--- src/rtl/aes_inv_key_gen.sv ---
//-----------------------------------------------------------------------------
// aes_inv_key_gen
//
// Reverse AES-128 key expansion for the decryption datapath. A round-10 key
// is loaded on start_i. Round keys 10 down to 0 are then presented on a
// valid/ready stream. Each step back needs SubWord(RotWord(w3 ^ w2)), and
// that value comes from an S-box shared with the forward key generator. The
// S-box is reached through a one-cycle request strobe and answers after a
// fixed latency.
//
// Ports
//   clk          clock
//   rst          synchronous active-high reset
//   start_i      load key_i and begin (honoured only when idle)
//   key_i        round-NUM_ROUNDS key, [127:96]=w0 .. [31:0]=w3
//   key_o        current round key, same word order
//   rnd_o        round index of key_o
//   key_valid_o  key_o/rnd_o valid
//   key_ready_i  consumer accepts key_o
//   sub_o        RotWord(w3 ^ w2) sent to the shared S-box
//   sub_valid_o  S-box request strobe (one cycle)
//   sub_i        SubWord(sub_o), valid SBOX_LAT cycles after sub_valid_o
//   busy_o       high whenever not idle
//   done_o       one-cycle pulse after the round-0 key is accepted
//
// Only NUM_ROUNDS = 10 (AES-128) is supported. SBOX_LAT must be 1..4.
//-----------------------------------------------------------------------------
`timescale 1ns/1ps

module aes_inv_key_gen #(
    parameter int NUM_ROUNDS = 10,
    parameter int SBOX_LAT   = 1
) (
    input  logic         clk,
    input  logic         rst,
    input  logic         start_i,
    input  logic [127:0] key_i,
    output logic [127:0] key_o,
    output logic [3:0]   rnd_o,
    output logic         key_valid_o,
    input  logic         key_ready_i,
    output logic [31:0]  sub_o,
    output logic         sub_valid_o,
    input  logic [31:0]  sub_i,
    output logic         busy_o,
    output logic         done_o
);

    localparam int CNT_W = 2;   // holds SBOX_LAT-1 for SBOX_LAT up to 4

    typedef enum logic [1:0] {
        ST_IDLE,
        ST_EMIT,
        ST_SUB,
        ST_WAIT
    } state_t;

    state_t             state;
    state_t             state_nxt;
    logic [127:0]       key_q;
    logic [3:0]         rnd_q;
    logic [7:0]         rcon_q;
    logic [7:0]         rcon_nxt;
    logic [CNT_W-1:0]   cnt_q;
    logic               done_q;

    logic [31:0]        w0, w1, w2, w3;
    logic [31:0]        t_word;
    logic [31:0]        rot_word;

    assign {w0, w1, w2, w3} = key_q;

    // w3 of the previous round key is w3 ^ w2 of this one. Its RotWord is
    // what the forward schedule fed to the S-box.
    assign t_word   = w3 ^ w2;
    assign rot_word = {t_word[23:0], t_word[31:24]};

    // Divide rcon by x in GF(2^8). When the lsb is set, first add the
    // reduction polynomial (0x11B). The result then shifts down, and its top
    // bit comes from the x^8 term.
    always_comb begin
        if (rcon_q[0]) begin
            rcon_nxt = ((rcon_q ^ 8'h1B) >> 1) | 8'h80;
        end else begin
            rcon_nxt = rcon_q >> 1;
        end
    end

    // ------------------------------------------------------------------
    // State register
    // ------------------------------------------------------------------
    // NOTE: sequential state uses non-blocking assignments. All registers
    // then update together at the edge, whatever the block order.
    always_ff @(posedge clk) begin
        if (rst) begin
            state <= ST_IDLE;
        end else begin
            state <= state_nxt;
        end
    end

    // ------------------------------------------------------------------
    // Next-state logic
    // ------------------------------------------------------------------
    // NOTE: the default assignment at the top keeps every path assigned,
    // so no latch is inferred.
    always_comb begin
        state_nxt = state;
        case (state)
            ST_IDLE: if (start_i)     state_nxt = ST_EMIT;
            ST_EMIT: if (key_ready_i) state_nxt = (rnd_q == 4'd0) ? ST_IDLE : ST_SUB;
            ST_SUB:                   state_nxt = ST_WAIT;
            ST_WAIT: if (cnt_q == '0) state_nxt = ST_EMIT;
            default:                  state_nxt = ST_IDLE;
        endcase
    end

    // ------------------------------------------------------------------
    // Datapath registers
    // ------------------------------------------------------------------
    always_ff @(posedge clk) begin
        if (rst) begin
            key_q  <= '0;
            rnd_q  <= '0;
            rcon_q <= 8'h36;
            cnt_q  <= '0;
            done_q <= 1'b0;
        end else begin
            done_q <= (state == ST_EMIT) && key_ready_i && (rnd_q == 4'd0);
            case (state)
                ST_IDLE: begin
                    if (start_i) begin
                        key_q  <= key_i;
                        rnd_q  <= 4'(NUM_ROUNDS);
                        rcon_q <= 8'h36;
                    end
                end
                ST_SUB: begin
                    cnt_q <= CNT_W'(SBOX_LAT - 1);
                end
                ST_WAIT: begin
                    if (cnt_q != '0) begin
                        cnt_q <= cnt_q - 2'd1;
                    end else begin
                        // S-box answer is valid only in this last WAIT cycle.
                        key_q  <= {w0 ^ sub_i ^ {rcon_q, 24'h0},
                                   w1 ^ w0,
                                   w2 ^ w1,
                                   w3 ^ w2};
                        rnd_q  <= rnd_q - 4'd1;
                        rcon_q <= rcon_nxt;
                    end
                end
                default: ;
            endcase
        end
    end

    // ------------------------------------------------------------------
    // Outputs
    // ------------------------------------------------------------------
    // key_q does not change during SUB and WAIT. So sub_o holds steady from
    // the request cycle until the S-box answer is sampled.
    always_comb begin
        key_valid_o = 1'b0;
        sub_valid_o = 1'b0;
        sub_o       = '0;
        busy_o      = 1'b1;
        case (state)
            ST_IDLE: busy_o = 1'b0;
            ST_EMIT: key_valid_o = 1'b1;
            ST_SUB: begin
                sub_o       = rot_word;
                sub_valid_o = 1'b1;
            end
            ST_WAIT: sub_o = rot_word;
            default: busy_o = 1'b0;
        endcase
    end

    assign key_o  = key_q;
    assign rnd_o  = rnd_q;
    assign done_o = done_q;

endmodule

--- config.mk ---
export PLATFORM = sky130hd
export DESIGN_NAME = aes_inv_key_gen
export DESIGN_NICKNAME = d
export VERILOG_FILES = /design/src/rtl/aes_inv_key_gen.sv
export SDC_FILE = /design/constraint.sdc
export NUM_CORES = 1
export LEC_CHECK = 0
export ABC_AREA = 1
export CAP_MARGIN = 10
export CORE_MARGIN = 10
export CORE_UTILIZATION = 44
export DETAILED_ROUTE_END_ITERATION = 12
export PLACE_DENSITY = 0.8
export SETUP_SLACK_MARGIN = 0.1
export SLEW_MARGIN = 10
export SYNTH_ARGS = -nofsm -noshare
export SYNTH_HDL_FRONTEND = slang
export SYNTH_SLANG_ARGS = --single-unit
--- constraint.sdc ---
create_clock -name clk -period 2.3 [get_ports clk]
set_clock_uncertainty 0.05 [all_clocks]
set_input_delay 0.46 -clock clk [delete_from_list [all_inputs] [get_ports clk]]
set_output_delay 0.46 -clock clk [all_outputs]
set_load 0.1 [all_outputs]
==> results.md, run 1 <==
* Max-capacitance violation count at 0
* Routed Antenna Nets at 0
* Clk slew on worst S/H paths at 0.06 ns
* Placed cell areas at 0.0120 mm2
* Fmax at approximately 460 MHz
* Pin count of the biggest net entering global routing at approximately 70
* Fillers at approximately 1500
* Initial Utilization at roughly 45%
* Post-route cell area at 0.0128 mm2
* WL final at ~30 mm
* Fin nets at ~1700
* Via Count at 8900
* Hold Path Class: flop to flop
* Worst skew pair latency at 0.42 ns
* Grt ovf at 0
* Layout Cells excl Fill at roughly 1800
* Critical Path End Type: output port
* Vias in the first global route at roughly 8700
* Num CTS Buffers at 17
* Leak at approximately 6 nW
* Die ar. at roughly 0.024 mm2
* CTS tree: yes
* First-pass GRT wire length at about 47 mm
* Kind of critical path: flop to output port
* Seq/Total Area, Yosys at a little over a third
* Post-synth cell types at 26
* Inst Count DP at approximately 1700
* Worst-path fanout max at 5
* Pwr Total at around 15 mW
* Layout area overhead at 58.6%
* CTS Root Cell: clkbuf_16
* CTS Buffer Depth at 2
* Cells after Synth at 1223
* Gr usage total at 23.8%
* Minimum clock period at about 2.2 ns
* I/O pin total at roughly 330
* Final WS setup at 0.114 ns
* VDD IR max at approximately 0.00083 V
* Pwr Density at 1180 mW/mm2
* Endpoints failing hold at 0
* Largest cells by area after synthesis: dfxtp_1 (36%), nand2_1 (24%), xor2_1 (9.5%)
* Multi-input logic area at between 0.004 and 0.005 mm2
* Synthesized flop and latch total at about 150
* Largest area contributor in the netlist: dfxtp_1
* Die width at around 160 um
* Setup crit start kind: flop
* Finish-stage setup viols at 0
* Residual DRC at 0
* Initial antenna violation count at 1
* Worst relative slew slack at between 60% and 70%
* Share of cells above drive strength 1 at between 20% and 30%
* # rows at between 40 and 50
* Final core occ at around 71%
* Yosys warning count at 0
* Clock sinks at between 100 and 150
* Arr. time, crit path at about 1.7 ns
* Setup_tns at 0 ns
* 1st-iter DRT viols at around 450
* WHS at approximately 0.43 ns
* DR pass1 iterations at 10
* Core box area at about 0.018 mm2
* Drt wl/cell at ~17 um
* Htree depth at 4
* Least-Margin Pin Slew at approximately 0.57 ns
* Status: completed
* Area share of the largest cell type after synthesis at a little over a third
* CTS Hold Bufs at 0
* Synthesized area at just over 0.008 mm2
* WP data required at about 1.8 ns
* Detailed Place HPWL at about 22 mm
* Sequential cell area at 0.00299 mm2
* RSZ-0062 raised after global routing: true
* Worst slack, placed at 0.121 ns
* Share of the clock period used by the worst path at a little over nine tenths
* Syn_area_per_cell at 6.61 um2
* Syn nets at between 1000 and 1500
* I/O Buffers at 331
* Routability Congestion at about 0.87
* Chip height at about 160 um
* Fin. max-slew vios at 0
* Vias per cell at around 5
## registers in the layout (all words and copies together) (netlist names)
signal	cells
cnt_q	2
done_o	1
rnd_o	4
state	2
rcon_q	8
key_o	128
## cells in the final DEF (no fill, tap or decap), types with 2 or more instances in the layout
cell and instances:
xnor2_1 35, dfxtp_1 79, buf_4 147, nor2_4 35, o21ai_0 43, clkinv_2 3, ha_1 6, clkinvlp_4 3
nand2_1 506, clkbuf_16 18, nand3_1 31, clkbuf_1 2, inv_1 37, or2_2 3, nor2_1 74, a21oi_1 135
xor2_1 88, clkdlybuf4s50_1 162, bufinv_16 5, dfxtp_2 65, ha_4 2, inv_6 2, buf_12 48, buf_16 4
## area by class of cell
type,count,area share [%]
diodes,1,0.0195
inverters,39,1.17
flip-flops and latches,145,23.3
clock buffers,19,3.38
well taps,229,2.24
repair buffers,362,29.8
clock inverters,13,1.63
multi-input cells,966,38.4
## synthesized netlist by cell type
master / n
buf_6: 11
nand3_1: 31
a21oi_2: 1
inv_1: 38
nor2_1: 107
buf_4: 2
clkbuf_2: 1
nor4_1: 1
nand3b_2: 1
ha_1: 8
o211ai_1: 1
or2_2: 3
o21ai_0: 43
a21oi_1: 135
clkbuf_1: 34
xor2_1: 88
xnor2_1: 35
inv_2: 1
nand2_1: 506
a211oi_1: 1
dfxtp_1: 145
nand3b_1: 1
nand2_4: 1
nor2_4: 2
buf_2: 25
a21o_1: 1
## worst max-delay path, stage by stage (launching register included)
cell and delay [ns]:
dfxtp_4 0.38, inv_4 0.05, ha_4 0.16, nor2_4 0.11, buf_12 0.16, clkbuf_16 0.18, nor2_4 0.04, buf_12 0.17
## where the power goes
group          internal, mW  switching (mW)  total (mW)
logic                  2.33            6.04        8.37
clock network          1.93            1.11        3.04
registers              3.05           0.642        3.69
## worst paths after layout
check             slack, ns        end  cells after the start      from
setup / recovery       0.11  sub_o[21]                      7  state[0]
hold / removal         0.43   rnd_o[0]                      1  rnd_o[0]
setup reg to reg       0.28  key_o[50]                      9  state[1]
hold reg to reg        0.43   rnd_o[0]                      1  rnd_o[0]
## timing repair
item | CTS | global route
cloned | 3 | 1
buffers inserted | 5 | 0
pin swaps | 3 | 4
gates resized for setup | 12 | 0
setup endpoints to repair | 32 | 32
## layer usage
metal	track usage [%]	routed length [um]
met1	27.6	12100
met2	41.1	15400
met3	6.40	2240
met4	8.87	809
met5	0	0
## logic make-up (layout without fill, tap and decap cells)
kind of cell               count (synthesis)  in the layout  share of synthesized area (%)
other                                      0              1                              0
buffers and inverters                    112            433                           6.72
and+or+nand+nor                          653            653                           31.4
xor gates and xnor gates                 123            123                           13.3
DFF                                      145            145                           35.9
AOI/OAI and AO/OA                        182            182                           11.4
adders and majority gates                  8              8                           1.24
No activity file was read; power rests on OpenSTA's default activity.
==> inputs of run 2 (changes only) <==
--- a/config.mk
+++ b/config.mk
@@ -10,9 +10,10 @@
 export CORE_MARGIN = 10
 export CORE_UTILIZATION = 44
 export DETAILED_ROUTE_END_ITERATION = 12
-export PLACE_DENSITY = 0.8
+export PLACE_DENSITY = 0.78
 export SETUP_SLACK_MARGIN = 0.1
 export SLEW_MARGIN = 10
 export SYNTH_ARGS = -nofsm -noshare
 export SYNTH_HDL_FRONTEND = slang
 export SYNTH_SLANG_ARGS = --single-unit
+export TNS_END_PERCENT = 100
==> run 2 against run 1 <==
Total power down 1.3%; clock power shrank 9.9%; hold slack lost 0.064 ns; combinational power is 1% higher; via count grew 1.2%; critical endpoint is now sub_o[0]; register-to-register slack is essentially flat; global-route usage grew 0.29 points; cell area about the same; sequential power about the same; maximum frequency decreased by 2.0%; worst setup slack worse by 0.045 ns; die area stayed put; largest cell class unchanged.
==> results.md, run 2 (synthesis gave the netlist of run 1 again) <==
* Status: completed
* Commonest non-fill, non-tap cells in the layout: nand2_1 (506), clkdlybuf4s50_1 (162), buf_4 (152)
* WP data required at 1.79 ns
* Slowest cell delay on critical path at around 0.33 ns
* Core box area at 0.0180 mm2
* Worst slack, placed at about 0.084 ns
* Worst-path fanout max at 7
* Most frequent CP cell: buf_12
* Fin nets at 1710
* Pwr Total at around 15 mW
* Hold Path Class: input port to flop
* Least-Margin Pin Slew at ~0.58 ns
* Number of cells on the worst hold path at 2
* Layout area overhead at 58.7%
* Commonest non-fill, non-tap cell in the layout: nand2_1
* Htree depth at 4
* Max-capacitance violation count at 0
* # rows at between 40 and 50
* Grt ovf at 0
* Worst skew pair latency at ~0.42 ns
* Arr. time, crit path at 1.72 ns
* Reg2reg start: state[1]
* Share of cells above drive strength 1 at 22.5%
* Finish-stage setup viols at 0
* I/O pin total at 332
* Met3 wire length at between 2 and 2.5 mm
* First-pass GRT wire length at ~47 mm
* Routed length on met2 at ~15 mm
* Initial antenna violation count at 2
* Num CTS Buffers at 17
* Fillers at approximately 1500
* Worst reg-to-reg path cell count at 9
* RSZ-0062 raised after global routing: true
* CTS tree: yes
* Setup crit start kind: flop
* Vias per cell at approximately 5.1
* Vias in the first global route at a little under 9000
* Clk slew on worst S/H paths at 0.06 ns
* CTS Root Cell: clkbuf_16
* Endpoints failing hold at 0
* Via Count at between 9000 and 10000
* Leak at 6.01 nW
* Chip height at about 160 um
* WL final at ~31 mm
* Worst relative slew slack at between 60 and 70%
* Kind of critical path: flop to output port
* CP Cell Sequence: buf_6, ha_4, nor2_4, buf_12, buf_12, nor2_4, buf_12
* Post-route cell area at 0.0128 mm2
* Post-Route M1 WL at about 13 mm
* Final WS setup at 0.0690 ns
* DR pass1 iterations at 5
* Pwr Density at roughly 1200 mW/mm2
* Placed cell areas at approximately 0.012 mm2
* Die ar. at between 0.02 and 0.025 mm2
* Slowest-stage cell, CP: dfxtp_2
* I/O Buffers at 331
* WHS at 0.365 ns
* CTS Buffer Depth at 2
* R2r setup slk at 0.29 ns
* Share of the clock period used by the worst path at a little over nine tenths
* Setup_tns at 0 ns
* Uppermost layer routed: met4
* Routed Antenna Nets at 0
* Residual DRC at 0
* Drt wl/cell at approximately 17 um
* Worst hold start: rst
* Fmax at about 450 MHz
* Fin. max-slew vios at 0
* VDD IR max at a little over 0.0007 V
* Reg-to-reg critical path endpoint: key_o[33]
* Pin count of the biggest net entering global routing at 76
* Minimum clock period at between 2 and 2.5 ns
* Gr usage total at about 24%
* Initial Utilization at about 45%
* Routability Congestion at about 0.87
* 1st-iter DRT viols at approximately 550
* Detailed Place HPWL at roughly 22 mm
* Max FFs per register at about 130
* Clock sinks at approximately 150
* Worst Hold Endpoint: key_o[62]
* Die width at roughly 160 um
* Critical Path End Type: output port
[run 2: through the flow]
stage	std cells	util, %
6_report	1782	71.2
5_1_grt	1782	71.2
4_1_cts	1777	70.9
3_5_place_dp	1736	66.7
3_3_place_gp	1736	66.7
2_1_floorplan	1223	-
[run 2: worst max path at each step]
stage | cells past startpoint | start | end | slack [ns]
after global routing | 7 | state[0] | sub_o[3] | 0.03
after CTS | 7 | state[0] | sub_o[7] | 0.08
after global placement | 9 | start_i | key_o[33] | 0.16
after detailed placement | 9 | start_i | key_o[33] | 0.08
after floorplan | 5 | state[0] | sub_o[10] | 0.13
final | 7 | state[0] | sub_o[0] | 0.07
[run 2: where the power goes]
part	internal [mW]	leakage, nW	switching, mW	total (mW)
registers	3.05	1.22	0.628	3.68
logic	2.41	4.53	6.09	8.49
clock network	1.62	0.267	1.11	2.74
total	7.08	6.01	7.83	14.9
[run 2: cell type report]
class	instances	area [um2]	share of cell area (%)
Multi-Input combinational cell	966	4920	38.4
Timing Repair Buffer	369	3900	30.4
Sequential cell	145	2990	23.3
Clock buffer	19	443	3.45
Tap cell	229	287	2.23
Inverter	39	148	1.15
Clock inverter	13	138	1.07
Antenna cell	2	5.00	0.0390
[run 2: worst max-delay path: cells and delay by family, from the launching register on]
| kind | cells | cell delay (ns) |
|---|---|---|
| flip-flops | 1 | 0.33 |
| AND/OR/NAND/NOR | 2 | 0.18 |
| adder cells (fa/ha/maj) | 1 | 0.16 |
| buffers and inverters | 4 | 0.63 |
[run 2: per-layer routing]
| metal | GRT usage [%] | up-vias |
|---|---|---|
| li1 | - | 4460 |
| met1 | 28.5 | 4160 |
| met2 | 41.0 | 339 |
| met3 | 6.29 | 47 |
| met4 | 9.09 | 0 |
| met5 | 0 | - |
[run 2: repair_timing]
item / CTS / global route
gates cloned: 4 / 1
endpoints found under the setup margin: 32 / 35
hold buffers: 0 / 0
setup buffers: 5 / 2
pin swaps: 5 / 3
resized for setup: 9 / 0
